[config.mk]
export PLATFORM = sky130hd
export DESIGN_NAME = write_back
export DESIGN_NICKNAME = d
export VERILOG_FILES = /design/src/rtl/write_back.sv
export SDC_FILE = /design/constraint.sdc
export NUM_CORES = 2
export LEC_CHECK = 0
export CAP_MARGIN = 40
export CORE_ASPECT_RATIO = 1.1
export CORE_MARGIN = 2
export CORE_UTILIZATION = 60
export DETAILED_ROUTE_END_ITERATION = 8
export PLACE_DENSITY_LB_ADDON = 0.05
export SYNTH_ARGS = -nofsm -noshare
export SYNTH_HDL_FRONTEND = slang
export SYNTH_SLANG_ARGS = --single-unit
[constraint.sdc]
create_clock -name clk -period 3.6 [get_ports clk]
set_input_delay 0.36 -clock clk [delete_from_list [all_inputs] [get_ports clk]]
set_output_delay 0.36 -clock clk [all_outputs]
set_load 0.01 [all_outputs]
[src/rtl/write_back.sv]
// write_back: commit stage; waits on execute, writes the 32x32 regfile, selects next PC. Optional `RETIRE_CNT_EN retire counter.
// Latency: pc_valid two cycles after issue at best; WAIT bounded by TIMEOUT (bus_err on expiry). Issue while busy is dropped.
module write_back #(
  parameter logic [31:0] RESET_PC = 32'h0000_0000,
  parameter int unsigned TIMEOUT  = 255
) (
  input  logic        clk,
  input  logic        rst_n,
  input  logic        issue,
  input  logic [6:0]  opcode,
  input  logic [4:0]  rd,
  input  logic [31:0] pc,
  input  logic [31:0] wdata,
  input  logic        exe_fin,
  input  logic        b_en,
  input  logic [31:0] jmp_addr,
  input  logic [31:0] jalr_target,
  input  logic [4:0]  rs1_idx,
  input  logic [4:0]  rs2_idx,
  output logic [31:0] rs1_data,
  output logic [31:0] rs2_data,
  output logic [31:0] next_pc,
  output logic        pc_valid,
  output logic        reset_memory,
  output logic        busy,
`ifdef RETIRE_CNT_EN
  output logic [63:0] retired,
`endif
  output logic        bus_err
);

  localparam logic [6:0] OP_LUI    = 7'b0110111;
  localparam logic [6:0] OP_JAL    = 7'b1101111;
  localparam logic [6:0] OP_JALR   = 7'b1100111;
  localparam logic [6:0] OP_BRANCH = 7'b1100011;
  localparam logic [6:0] OP_LOAD   = 7'b0000011;
  localparam logic [6:0] OP_STORE  = 7'b0100011;
  localparam logic [6:0] OP_ALUI   = 7'b0010011;
  localparam logic [6:0] OP_ALU    = 7'b0110011;
  localparam logic [15:0] TMO_LIM  = 16'(TIMEOUT);

  typedef enum logic [1:0] {S_IDLE, S_WAIT, S_COMMIT} state_t;

  state_t      state_q, state_d;
  logic [6:0]  op_q, op_d;
  logic [4:0]  rd_q, rd_d;
  logic [31:0] pc_q, pc_d;
  logic [15:0] cnt_q, cnt_d;
  logic        tmo_q, tmo_d;
  logic [31:0] next_pc_q, next_pc_d;
  logic        pc_valid_q, pc_valid_d;
  logic        reset_memory_q, reset_memory_d;
  logic        bus_err_q, bus_err_d;
  logic [31:0] regs_q [32];
  logic [31:0] regs_d [32];
  logic [31:0] pc_plus4;
  logic        done_cond;
`ifdef RETIRE_CNT_EN
  logic [63:0] retired_q, retired_d;
`endif

  assign pc_plus4 = pc_q + 32'd4;

  always_comb begin
    case (op_q)
      OP_ALU, OP_ALUI, OP_LOAD, OP_STORE: done_cond = exe_fin;
      default:                            done_cond = 1'b1;
    endcase
  end

  always_comb begin
    state_d        = state_q;
    op_d           = op_q;
    rd_d           = rd_q;
    pc_d           = pc_q;
    cnt_d          = cnt_q;
    tmo_d          = tmo_q;
    next_pc_d      = next_pc_q;
    pc_valid_d     = 1'b0;
    reset_memory_d = 1'b0;
    bus_err_d      = 1'b0;
    regs_d         = regs_q;
`ifdef RETIRE_CNT_EN
    retired_d      = retired_q;
`endif
    case (state_q)
      S_IDLE: begin
        if (issue) begin
          state_d = S_WAIT;
          op_d    = opcode;
          rd_d    = rd;
          pc_d    = pc;
          cnt_d   = 16'd0;
          tmo_d   = 1'b0;
        end
      end
      S_WAIT: begin
        if (done_cond) begin
          state_d = S_COMMIT;
        end else if (cnt_q == TMO_LIM) begin
          state_d = S_COMMIT;
          tmo_d   = 1'b1;
        end else if (cnt_q != 16'hFFFF) begin
          cnt_d = cnt_q + 16'd1;
        end
      end
      S_COMMIT: begin
        state_d        = S_IDLE;
        pc_valid_d     = 1'b1;
        reset_memory_d = 1'b1;
        bus_err_d      = tmo_q;
        next_pc_d      = pc_plus4;
        if (!tmo_q) begin
          case (op_q)
            OP_JAL:    next_pc_d = jmp_addr;
            OP_JALR:   next_pc_d = jalr_target & ~32'h1;
            OP_BRANCH: next_pc_d = b_en ? jmp_addr : pc_plus4;
            default:   next_pc_d = pc_plus4;
          endcase
          // x0 stays hard-wired to zero
          if (rd_q != 5'd0) begin
            case (op_q)
              OP_LUI, OP_ALU, OP_ALUI, OP_LOAD: regs_d[rd_q] = wdata;
              OP_JAL, OP_JALR:                  regs_d[rd_q] = pc_plus4;
              default: ;
            endcase
          end
`ifdef RETIRE_CNT_EN
          retired_d = retired_q + 64'd1;
`endif
        end
      end
      default: state_d = S_IDLE;
    endcase
  end

  always_ff @(posedge clk) begin
    if (!rst_n) begin
      state_q        <= S_IDLE;
      op_q           <= 7'd0;
      rd_q           <= 5'd0;
      pc_q           <= 32'd0;
      cnt_q          <= 16'd0;
      tmo_q          <= 1'b0;
      next_pc_q      <= RESET_PC;
      pc_valid_q     <= 1'b0;
      reset_memory_q <= 1'b0;
      bus_err_q      <= 1'b0;
      for (int i = 0; i < 32; i++) regs_q[i] <= 32'd0;
`ifdef RETIRE_CNT_EN
      retired_q      <= 64'd0;
`endif
    end else begin
      state_q        <= state_d;
      op_q           <= op_d;
      rd_q           <= rd_d;
      pc_q           <= pc_d;
      cnt_q          <= cnt_d;
      tmo_q          <= tmo_d;
      next_pc_q      <= next_pc_d;
      pc_valid_q     <= pc_valid_d;
      reset_memory_q <= reset_memory_d;
      bus_err_q      <= bus_err_d;
      regs_q         <= regs_d;
`ifdef RETIRE_CNT_EN
      retired_q      <= retired_d;
`endif
    end
  end

  assign rs1_data     = (rs1_idx == 5'd0) ? 32'd0 : regs_q[rs1_idx];
  assign rs2_data     = (rs2_idx == 5'd0) ? 32'd0 : regs_q[rs2_idx];
  assign next_pc      = next_pc_q;
  assign pc_valid     = pc_valid_q;
  assign reset_memory = reset_memory_q;
  assign bus_err      = bus_err_q;
  assign busy         = (state_q != S_IDLE);
`ifdef RETIRE_CNT_EN
  assign retired      = retired_q;
`endif

endmodule

=== Word-level counts from Yosys, hierarchy flattened ===
Index checks and enable logic that the tools add are counted.

* Bits in registers: 1121
* Logic and storage cells: 117
* Input port bits: 155

* Add/subtract/negate cells: 2
* $lt $le $gt $ge: 4
* Bitwise gates (word level): 4
* Reductions and logical operators: 17
* Mux-type cells: 31
* Equality and inequality tests: 18

{| class="wikitable"
|+ Operators with widths
! cell !! number
|-
| 1024-bit bitwise mux || 2
|-
| 1024-bit case mux with 2 select lines || 1
|-
| 32-bit binary-select mux with 5-bit select || 2
|-
| 32-bit two-way mux || 9
|-
| 32-bit demux with 5-bit select || 1
|-
| 32-bit case mux with 3 select lines || 1
|-
| 16-bit two-way mux || 4
|-
| 32-bit by 3-bit adder with 32-bit output, second input constant || 1
|-
| 16-bit case mux with 2 select lines || 1
|-
| 7-bit by 6-bit == test with 1-bit output, second input constant || 3
|-
| 7-bit == test, second input constant || 3
|-
| 6-bit greater-or-equal comparator, second input constant || 3
|-
| 5-bit NOT with 6-bit output || 3
|-
| 16-bit by 1-bit adder with 16-bit output, second input constant || 1
|-
| 16-bit by 8-bit == test with 1-bit output, second input constant || 1
|-
| 16-bit inequality test, second input constant || 1
|-
| 5-bit logical NOT || 2
|-
| 2-bit inequality test, second input constant || 5
|-
| 4-bit AND reduction || 2
|-
| 4-bit OR reduction || 2
|-
| 7-bit by 2-bit == test with 1-bit output, second input constant || 1
|-
| 7-bit by 5-bit == test with 1-bit output, second input constant || 1
|-
| 6-bit by 1-bit < comparator with 1-bit output, second input constant || 1
|-
| 2-bit two-way mux || 3
|-
| 14 further kinds || 22
|}

=== Depth between registers and ports, before layout ===
* Depth after elaboration: 7
* Mapped depth: 10

=== Least setup slack after synthesis ===
OpenSTA, ideal clock, no wires.

* Path kind: input port to output port
* Start point: input rs1_idx[0]
* End point: output rs1_data[0]
* Buffers on the path: 3
* Stages on the path: 6
* Path slack: 0.788 ns
* Data arrival time: 2.452 ns
* Cells stage by stage: clkbuf_1 buf_2 buf_1 mux4_2 mux4_2 a21o_1

* Word-level cells in the longest chain between the ends: 5
* Elaborated cells between the ends (all ways): 6

{| class="wikitable"
|+ Ends and longest elaborated chain
! what !! line !! RTL
|-
| start: declaration || 18 || <nowiki>input logic [4:0] rs1_idx,</nowiki>
|-
| 5-bit NOT with 6-bit output (implied by the code) || 171 || <nowiki>assign rs1_data = (rs1_idx == 5'd0) ? 32'd0 : regs_q[rs1_idx];</nowiki>
|-
| 32-bit binary-select mux with 5-bit select || 171 ||
|-
| 32-bit two-way mux (implied by the code) (2 in a row) || 171 ||
|-
| 32-bit two-way mux (*) || 171 ||
|-
| end: declaration || 20 || <nowiki>output logic [31:0] rs1_data,</nowiki>
|}

Every way passes the cells marked *; elsewhere a longest branch is shown, timed or not. The select of a mux whose other input is x is not followed.

=== Final worst setup path ===
* Start point: input rs2_idx[4]
* End point: output rs2_data[13]

* Word-level cells in the longest chain between the ends: 5
* Elaborated cells between the ends (all ways): 6

{| class="wikitable"
|+ Ends and longest elaborated chain
! what !! line !! RTL
|-
| start: declaration || 19 || <nowiki>input logic [4:0] rs2_idx,</nowiki>
|-
| 5-bit NOT with 6-bit output (implied by the code) || 172 || <nowiki>assign rs2_data = (rs2_idx == 5'd0) ? 32'd0 : regs_q[rs2_idx];</nowiki>
|-
| 32-bit binary-select mux with 5-bit select || 172 ||
|-
| 32-bit two-way mux (implied by the code) (2 in a row) || 172 ||
|-
| 32-bit two-way mux (*) || 172 ||
|-
| end: declaration || 21 || <nowiki>output logic [31:0] rs2_data,</nowiki>
|}

Marks and branches as above.

==> impl_metrics.csv <==
group,metric,value,unit
run_status,outcome,"finished clean",
finish,multiInputGateArea,31100,sq um
route,dr.pass1.iters,6,
floorplanning,fp.dieArea,95200,sq um
synthesis,avgSynthCellArea,10.4,sq um
placement,gp_congestion,0.903,
global_routing,grt_pass1_wl,297000,um
synthesis,synth_xor_area_share,0.205,%
setup_path,critPathSlowestCell,"o22ai_1",
finish,fillers,6962,
finish,final_cell_mix,"dfxtp_1, nand3_1, o21ai_0",
synthesis,synth-edff-count,0,
synthesis,async_flop_share,0,%
setup_path,path_cells,"buf_2 -> or3_2 -> buf_12 -> o22ai_1 -> a21o_1 -> clkdlybuf4s50_1",
setup_path,end_kind,"primary output",
timing,slew_headroom,28.2,%
route,wire_per_inst,30.2,um
setup_path,crit_type,"input pin to primary output",
setup_path,rr_worst_depth,7,
setup_path,cp.required,3.24,ns
finish,register_area,22400,sq um
timing,fmax,292,MHz
worst_hold_path,hold_depth,2,
synthesis,yosysWarnings,0,
floorplanning,die-height,323,um
clock_network,cts_sinks,1121,
setup_path,crit_family,"buffers and inverters",
floorplanning,fp.dieW,294,um
global_routing,use_met3,12.8,%
floorplanning,num_rows,117,
timing,period_share,95.2,%
clock_network,postCtsSetupRepairBufs,0,
placement,detailedPlace.worstSlack,0.401,ns
timing,rsz0062_at_grt,"false",
synthesis,syn_nets,5523,
setup_path,crit_buf_inv,3,
route,drc_errors,0,
clock_network,cts_tree,"done",
clock_network,h-tree-depth,3,
floorplanning,start_util,60.4,%
synthesis,synth_top_flop_cell,"dfxtp_1",
timing,hold_viol_final,0,
setup_path,cpPeakStageDelay,0.74,ns
finish,area_delta_synth_final,15.3,%
timing,setup_viol,0,
synthesis,seq_area_frac_synth,40.3,%
finish,drive_gt1_share,20.6,%
power_and_ir_drop,power.leakage,23.4,nW
synthesis,synth.mux.area_fraction,25.8,%
timing,maxSlewViolCount,0,
placement,io_buffer_count,253,
placement,hpwl,122000,um
synthesis,synth_cell_types,68,
route,vias,48381,
clock_network,clk_pin_slew_worst_paths,0.06,ns
timing,worst_pin_slew,1.08,ns
global_routing,met2_usage,63.7,%
global_routing,track_usage,41.8,%
setup_path,cp.depth,6,
synthesis,synthSimpleGateAreaFrac,12.6,%
clock_network,clockBufferDepth,3,
synthesis,syn_inst,5365,
route,drt_iter0_drc,6913,
global_routing,globalRouteMet1Util,53.3,%
clock_network,clock-root-buffer,"clkbuf_16",
timing,skew,0.0239,ns
timing,fin_ws,0.172,ns
clock_network,post_cts_resized,0,
power_and_ir_drop,p_total,26.9,mW
power_and_ir_drop,peakVddDrop,0.490,mV
global_routing,grt_busiest_layer,"met2",
synthesis,netlist_area,55700,sq um
setup_path,startpoint_type,"input pin",
global_routing,grt_pass1_vias,46941,
worst_hold_path,min_path_type,"input pin to flip-flop",
floorplanning,coreArea,92200,sq um
finish,final_common_cell,"dfxtp_1",
setup_path,cp_max_fo,25,
flow_run,maxCapViolations,0,
global_routing,grt_max_degree,207,
floorplanning,io_pins,255,
synthesis,ys_ff_latch,1121,
route,postRouteAntennaNets,0,
finish,nets,5526,
route,wl,201000,um
clock_network,cts_buffers,115,
setup_path,worst_ep_arrival_time,3.07,ns
clock_network,clkLatencyLatePin,0.72,ns
global_routing,antenna_found_initial,8,
route,vias_per_cell,7.27,
timing,fin_setup_tns,0,ns
clock_network,holdBufCountCts,0,
power_and_ir_drop,powerDensity,419,nW/um^2
synthesis,synth_top_family_by_area,"multiplexers",
synthesis,synth_adder_area_share,0.0674,%
synthesis,synth_compound_area_share,16.4,%
timing,fin_crit,3.43,ns
global_routing,gr-total-overflow,0,
==> cells in the mapped netlist (42+ instances only) <==
cell type | n | area [sq um]
nand2_1 | 459 | 1720
o211a_1 | 126 | 1260
a21o_1 | 66 | 495
mux4_2 | 576 | 13000
o21ai_1 | 80 | 400
a21oi_1 | 42 | 210
a21boi_0 | 138 | 1040
mux2i_1 | 133 | 1330
o22ai_1 | 68 | 425
clkbuf_1 | 442 | 1660
nand3_1 | 794 | 3970
buf_1 | 86 | 323
dfxtp_1 | 1121 | 22400
buf_2 | 72 | 360
o21ai_0 | 756 | 3780
==> sequential cells by signal, summed over array words and instances, names as in the netlist, 2 cells and up <==
signal   cells
cnt_q       16
next_pc     32
op_q         7
pc_q        32
rd_q         5
regs_q    1024
state_q      2
==> worst register-to-register path, stage by stage, from the launching register on <==
cell	delay (ns)
dfxtp_1	0.53
or3b_1	0.55
or2_1	0.32
buf_4	0.27
a211oi_4	0.51
nand2_1	0.14
buf_4	0.38
o21ai_0	0.34
==> cell families after synthesis <==
group / count (synthesis)
buf+inv: 638
xor+xnor: 13
mux: 712
fa+ha+maj: 3
simple gates: 1451
flops: 1121
compound gates: 1427
==> layer usage <==
layer | wire length [um] | vias to the layer above | part of all wire [%]
li1 | - | 20408 | -
met1 | 73200 | 23844 | 36
met2 | 90100 | 3355 | 45
met3 | 25800 | 764 | 13
met4 | 11600 | 10 | 5.8
met5 | 234 | - | 0.12
==> stage by stage <==
step                      utilization (%)  hold slack, ns  instance area [sq um]  std cells
after global routing                 69.6           0.199                  64200       6653
after CTS                            69.6           0.160                  64200       6653
final                                69.6           0.188                  64200       6659
after floorplan                         -           0.437                  55700       5365
after global placement               65.2           0.447                  60200       6437
after detailed placement             65.3           0.459                  60300       6441
==> final cells by class <==
cell class                      count  share of cell area (%)
Multi-Input combinational cell   3606                    48.4
Sequential cell                  1121                    35.0
Timing Repair Buffer              510                    8.09
Clock buffer                      175                    5.37
Tap cell                         1190                    2.32
Clock inverter                     37                   0.731
Inverter                           14                  0.0819
Antenna cell                        6                  0.0234
==> power by group <==
part	total, mW	leakage, nW	internal (mW)	switching, mW
sequential	12.5	9.03	12.5	0.0666
combinational	1.91	12.5	0.719	1.19
clock	12.5	1.91	7.22	5.23
total	26.9	23.4	20.4	6.49
==> path summary, 6_finish.rpt <==
path	from	end	slack (ns)
max reg2reg	state_q[1]$_SDFFE_PN0P_	regs_q[350]$_SDFFE_PN0P_	0.46
max	rs2_idx[4]	rs2_data[13]	0.17
min reg2reg	regs_q[902]$_SDFFE_PN0P_	regs_q[902]$_SDFFE_PN0P_	0.47
min	rst_n	pc_q[18]$_SDFFE_PN0P_	0.19
No activity file was read; power rests on OpenSTA's default activity.
